<file path="src/rtl/div_pkg.sv">
// Shared types and constants for the multi-cycle divide scheduler.
package div_pkg;

  typedef enum logic [1:0] {
    IDLE = 2'd0,
    CALC = 2'd1,
    DONE = 2'd2
  } state_t;

  localparam int DIV_W = 8;
  localparam int NUM_REQ = 2;
  localparam logic [31:0] DZ_QUO = 32'hFFFF_FFFF;

endpackage

</file>
<file path="src/rtl/div_step.sv">
// One restoring-division iteration: shift the next dividend bit into the
// partial remainder and subtract the divisor when it fits.
module div_step #(
  parameter int WIDTH = 8
) (
  input  logic [WIDTH:0]   i_rem,
  input  logic [WIDTH-1:0] i_quo,
  input  logic [WIDTH-1:0] i_div,
  output logic [WIDTH:0]   o_rem,
  output logic [WIDTH-1:0] o_quo
);

  logic [WIDTH:0]   w_rem_sh;
  logic [WIDTH-1:0] w_quo_sh;
  logic [WIDTH:0]   w_div_ext;

  assign w_rem_sh  = {i_rem[WIDTH-1:0], i_quo[WIDTH-1]};
  assign w_quo_sh  = {i_quo[WIDTH-2:0], 1'b0};
  assign w_div_ext = {1'b0, i_div};

  always_comb begin
    o_rem = w_rem_sh;
    o_quo = w_quo_sh;
    if (w_rem_sh >= w_div_ext) begin
      o_rem    = w_rem_sh - w_div_ext;
      o_quo[0] = 1'b1;
    end
  end

endmodule

</file>
<file path="src/rtl/div_sched.sv">
// Round-robin shared divider: two requesters, one restoring step per clock,
// quotient/remainder returned on a valid/ready channel tagged with the id.
module div_sched
  import div_pkg::*;
#(
  parameter int WIDTH = DIV_W
) (
  input  logic                       clk,
  input  logic                       rst,
  input  logic [NUM_REQ-1:0]         req_valid,
  output logic [NUM_REQ-1:0]         req_ready,
  input  logic [NUM_REQ*WIDTH-1:0]   req_dividend,
  input  logic [NUM_REQ*WIDTH-1:0]   req_divisor,
  output logic                       rsp_valid,
  input  logic                       rsp_ready,
  output logic                       rsp_id,
  output logic [WIDTH-1:0]           rsp_quo,
  output logic [WIDTH-1:0]           rsp_rem,
  output logic                       rsp_dz,
  output logic                       busy
);

  localparam int CNT_W = $clog2(WIDTH + 1);
  localparam logic [CNT_W-1:0] LAST_STEP = CNT_W'(WIDTH - 1);

  state_t           r_state, w_next;
  logic             r_last;
  logic             r_id, r_dz;
  logic [WIDTH:0]   r_rem;
  logic [WIDTH-1:0] r_quo, r_div;
  logic [CNT_W-1:0] r_cnt;

  logic [1:0]       w_grant;
  logic             w_accept, w_gid;
  logic [WIDTH-1:0] w_dvd_sel, w_dsr_sel;
  logic [WIDTH:0]   w_rem_nxt;
  logic [WIDTH-1:0] w_quo_nxt;

  // Ties go to the requester that did not win last time.
  always_comb begin
    w_grant = 2'b00;
    if (r_state == IDLE) begin
      case (req_valid)
        2'b01:   w_grant = 2'b01;
        2'b10:   w_grant = 2'b10;
        2'b11:   w_grant = r_last ? 2'b01 : 2'b10;
        default: w_grant = 2'b00;
      endcase
    end
  end

  assign req_ready = w_grant;
  assign w_accept  = |w_grant;
  assign w_gid     = w_grant[1];
  assign w_dvd_sel = w_gid ? req_dividend[2*WIDTH-1:WIDTH] : req_dividend[WIDTH-1:0];
  assign w_dsr_sel = w_gid ? req_divisor[2*WIDTH-1:WIDTH]  : req_divisor[WIDTH-1:0];

  always_ff @(posedge clk or posedge rst) begin
    if (rst) r_state <= IDLE;
    else     r_state <= w_next;
  end

  always_comb begin
    w_next = r_state;
    case (r_state)
      IDLE:    if (w_accept) w_next = (w_dsr_sel == '0) ? DONE : CALC;
      CALC:    if (r_cnt == LAST_STEP) w_next = DONE;
      DONE:    if (rsp_ready) w_next = IDLE;
      default: w_next = IDLE;
    endcase
  end

  div_step #(.WIDTH(WIDTH)) u_step (
    .i_rem (r_rem),
    .i_quo (r_quo),
    .i_div (r_div),
    .o_rem (w_rem_nxt),
    .o_quo (w_quo_nxt)
  );

  always_ff @(posedge clk or posedge rst) begin
    if (rst) begin
      r_last <= 1'b1;
      r_id   <= 1'b0;
      r_dz   <= 1'b0;
      r_rem  <= '0;
      r_quo  <= '0;
      r_div  <= '0;
      r_cnt  <= '0;
    end else begin
      case (r_state)
        IDLE: begin
          if (w_accept) begin
            r_id   <= w_gid;
            r_last <= w_gid;
            r_div  <= w_dsr_sel;
            r_cnt  <= '0;
            // A zero divisor skips CALC; remainder carries the dividend through.
            if (w_dsr_sel == '0) begin
              r_quo <= DZ_QUO[WIDTH-1:0];
              r_rem <= {1'b0, w_dvd_sel};
              r_dz  <= 1'b1;
            end else begin
              r_quo <= w_dvd_sel;
              r_rem <= '0;
              r_dz  <= 1'b0;
            end
          end
        end
        CALC: begin
          r_rem <= w_rem_nxt;
          r_quo <= w_quo_nxt;
          r_cnt <= r_cnt + CNT_W'(1);
        end
        default: ;
      endcase
    end
  end

  assign rsp_valid = (r_state == DONE);
  assign busy      = (r_state != IDLE);
  assign rsp_id    = r_id;
  assign rsp_dz    = r_dz;
  assign rsp_quo   = r_quo;
  assign rsp_rem   = r_rem[WIDTH-1:0];

endmodule

</file>
<file path="config.mk">
export PLATFORM = sky130hd
export DESIGN_NAME = div_sched
export DESIGN_NICKNAME = d
export VERILOG_FILES = /design/src/rtl/div_pkg.sv /design/src/rtl/div_step.sv /design/src/rtl/div_sched.sv
export SDC_FILE = /design/constraint.sdc
export NUM_CORES = 1
export LEC_CHECK = 0
export ABC_CLOCK_PERIOD_IN_PS = 2050
export BUFFER_PORTS_ARGS = -buffer_cell sky130_fd_sc_hd__buf_4
export CAP_MARGIN = 20
export CORE_ASPECT_RATIO = 1.75
export CORE_MARGIN = 10
export CORE_UTILIZATION = 47
export DETAILED_ROUTE_END_ITERATION = 8
export GPL_ROUTABILITY_DRIVEN = 1
export PLACE_DENSITY = 0.86
export SYNTH_ARGS = -nofsm -noshare
export SYNTH_HDL_FRONTEND = slang
export SYNTH_SLANG_ARGS = --single-unit
</file>
<file path="constraint.sdc">
create_clock -name clk -period 2.05 [get_ports clk]
set_input_delay 0.205 -clock clk [delete_from_list [all_inputs] [get_ports clk]]
set_output_delay 0.205 -clock clk [all_outputs]
set_load 0.005 [all_outputs]
</file>
==> results.py <==
metrics = {
    "floorplan": {
        "io_pins": 59,
        "die-width_um": 71.4,
        "row_count": 32,
        "start_util_pct": 48.9,
        "die-area_um2": 7850,
        "design.core.area_um2": 4440,
        "fp.dieH_um": 110,
    },
    "timing": {
        "grt_setup_unrepaired": "yes",
        "setup_viol": 1,
        "max-slew-margin-rel_pct": 70.9,
        "period_minus_slack_ns": 2.08,
        "worstMarginPinSlew_ns": 0.437,
        "hold_slack_ns": 0.00563,
        "maxSlewViolCount": 0,
        "fin_ws_ns": -0.0341,
        "clock_skew_ns": 0.00843,
        "period_share_pct": 102,
        "fmax_mhz": 480,
        "finalHoldViolCount": 0,
    },
    "critical_path": {
        "crit_arrival_ns": 2.31,
        "worst-setup-path-type": "reg -> reg",
        "startpoint": "r_div[0]$_DFFE_PP0P_",
        "cpLargestDelayFamily": "simple AND/OR/NAND/NOR gates",
        "crit_slowest_cell": "or4_4",
        "endpoint_kind": "register",
        "r2r-start": "r_div[0]$_DFFE_PP0P_",
        "critPathLaunchType": "register",
        "r2r_cells": 7,
        "r2r-end": "r_rem[6]$_DFFE_PP0P_",
        "cp_max_fo": 3,
        "cp.buffers_inverters": 0,
        "path_cells": "ha_4 -> fa_2 -> nand2b_4 -> a21oi_2 -> nor4_1 -> or4_4 -> a21oi_2",
        "slowest_delay_ns": 0.48,
        "crit_required_ns": 2.27,
        "r2r_slack_ns": -0.03,
        "crit_top_cell": "a21oi_2",
    },
    "yosys": {
        "ys_seq_area_share_pct": 38.1,
        "ys_types": 48,
        "yosysWarnings": 0,
        "synthArstFlopShare_pct": 100,
        "netlist_area_um2": 2170,
        "synth_edf_count": 0,
        "ys_ff_latch": 33,
        "synth_flop_cell": "dfrtp_1",
        "synth_cells": 236,
        "synth_nets": 283,
        "avgSynthCellArea_um2": 9.20,
    },
    "power": {
        "power_density_nw_per_um2": 1920,
        "vdd_drop_max_v": 0.00144,
        "p_leak_nw": 1.45,
        "power_mw": 5.80,
    },
    "placement": {
        "dp_cells": 350,
        "portBuffers": 58,
        "hpwl_mm": 5.00,
        "place.gp.congestion": 0.845,
    },
    "layout": {
        "drive_above_1_share_pct": 37.8,
        "final_cells": 363,
        "final_nets": 358,
        "syn_to_final_growth_pct": 39.0,
        "antenna_cells": 0,
        "final_util_pct": 67.9,
    },
    "routing": {
        "finalWirelength_mm": 6.86,
        "firstDrtPassIters": 5,
        "drtIter0Drc": 93,
        "drc": 0,
        "vias": 2133,
        "avgRoutedWirePerCell_um": 18.9,
        "ant_nets": 0,
        "viasPerCell": 5.88,
    },
    "clock_tree": {
        "cts_tree": "built",
        "clockBufferDepth": 2,
        "clk_pin_slew_worst_paths_ns": 0.07,
        "cts.sinks": 33,
        "holdBufCountCts": 0,
        "h-tree-depth": 2,
        "clkLatencyLatePin_ns": 0.30,
        "cts_buffers": 5,
        "cts-root-buf": "clkbuf_8",
    },
    "run_status": {
        "violations": "negative setup slack",
        "status": "finished, violations left",
    },
    "global_route": {
        "antenna_found_initial": 0,
        "grt_start_max_net_pins": 39,
        "grt_use_total_pct": 16.4,
        "grt_overflow": 0,
        "grt_pass1_vias": 2241,
        "grt_pass1_wl_mm": 10.5,
    },
    "min_path": {
        "min_path_type": "in -> async",
    },
    "run": {
        "drv_cap": 0,
    },
}
-- through the flow --
| step | worst slack (ns) | setup TNS (ns) | cell area [µm²] |
|---|---|---|---|
| floorplan | 0.0349 | 0 | 2170 |
| global placement | -0.0136 | -0.0136 | 2750 |
| detailed placement | -0.0814 | -0.0814 | 2750 |
| CTS | 0.00461 | 0 | 2900 |
| global route | -0.0564 | -0.0648 | 3020 |
| finish | -0.0341 | -0.0341 | 3020 |
-- metal layers --
| metal | vias up | GRT usage, % | share of wire [%] |
|---|---|---|---|
| li1 | 1014 | - | - |
| met1 | 1047 | 15.5 | 36 |
| met2 | 57 | 32.3 | 59 |
| met3 | 15 | 3.16 | 3.2 |
| met4 | 0 | 7.64 | 2.6 |
| met5 | - | 0 | 0 |
-- registers in the layout, indices dropped and copies added, names as in the netlist --
| signal | count |
|---|---|
| rsp_id | 1 |
| r_last | 1 |
| rsp_dz | 1 |
| r_div | 8 |
| r_cnt | 4 |
| r_rem | 8 |
| r_state | 2 |
| rsp_quo | 8 |
-- cells by family (layout without fill, tap and decap cells) --
family | after synthesis | in the layout | synth area share [%]
and+or+nand+nor | 62 | 62 | 14.3
buffers and inverters | 27 | 103 | 5.70
muxes | 21 | 21 | 10.0
DFF | 33 | 33 | 38.1
adders and majority gates | 10 | 10 | 6.11
AOI/OAI and AO/OA | 77 | 77 | 23.3
xor gates and xnor gates | 6 | 6 | 2.42
-- worst register-to-register path, cell delays in order (launching register included) --
cell and delay, ns:
dfrtp_1 0.42, ha_4 0.18, fa_2 0.39, nand2b_4 0.16, a21oi_2 0.16, nor4_1 0.07
or4_4 0.48, a21oi_2 0.15
-- worst max path at each step --
stage	to	slack, ns	cells after the start
final	r_rem[6]$_DFFE_PP0P_	-0.03	7
after global routing	r_rem[6]$_DFFE_PP0P_	-0.06	7
after CTS	r_rem[6]$_DFFE_PP0P_	0.005	8
after detailed placement	r_rem[6]$_DFFE_PP0P_	-0.08	8
after global placement	r_rem[6]$_DFFE_PP0P_	-0.01	8
after floorplan	r_rem[6]$_DFFE_PP0P_	0.03	8
-- Yosys cell counts (2+ instances only) --
master / number / area (µm²)
a211oi_1: 4 / 30.0
a21oi_1: 29 / 145
a221o_1: 6 / 60.1
buf_2: 9 / 45.0
dfrtp_1: 32 / 801
ha_1: 9 / 113
inv_1: 14 / 52.6
mux2_1: 2 / 22.5
mux2i_1: 18 / 180
nand2_1: 22 / 82.6
nand2b_1: 3 / 18.8
nand3_1: 4 / 20.0
nand4_1: 2 / 12.5
nor2_1: 14 / 52.6
nor2b_1: 3 / 18.8
nor3_1: 4 / 20.0
nor4_1: 3 / 18.8
nor4_2: 2 / 25.0
o21a_1: 3 / 22.5
o21ai_0: 3 / 15.0
o21ai_1: 11 / 55.1
o31a_1: 9 / 78.8
xnor2_1: 3 / 26.3
xor2_1: 3 / 26.3
-- cells in the final DEF, fill, tap and decap left out, drive strengths merged, types with 6 or more instances in the layout --
cell,synthesis,final
a21oi,30,30
a221o,6,6
buf,11,80
clkbuf,1,7
dfrtp,32,32
ha,9,9
inv,15,15
mux2i,18,18
nand2,22,22
nor2,15,15
o21ai,14,14
o31a,9,9
-- report_power, final --
part | internal [mW] | switching, mW
combinational | 2.02 | 1.91
clock | 0.303 | 0.248
sequential | 1.00 | 0.313
total | 3.33 | 2.47
-- layout make-up --
type / count / area (µm²)
fill: 344 / 1430
multi-input combinational: 176 / 1360
sequential: 33 / 827
timing repair buffer: 80 / 613
clock buffer: 7 / 96.3
tap: 51 / 63.8
inverter: 15 / 56.3
clock inverter: 1 / 5.00
-- repair_timing --
action	4_1_cts	5_1_grt
pin swaps	2	9
setup buffers	3	2
hold endpoints to repair	0	0
gates resized for setup	5	16
setup endpoints to repair	1	6
cloned	0	0
Note: power is estimated with default switching activity, not from simulation.
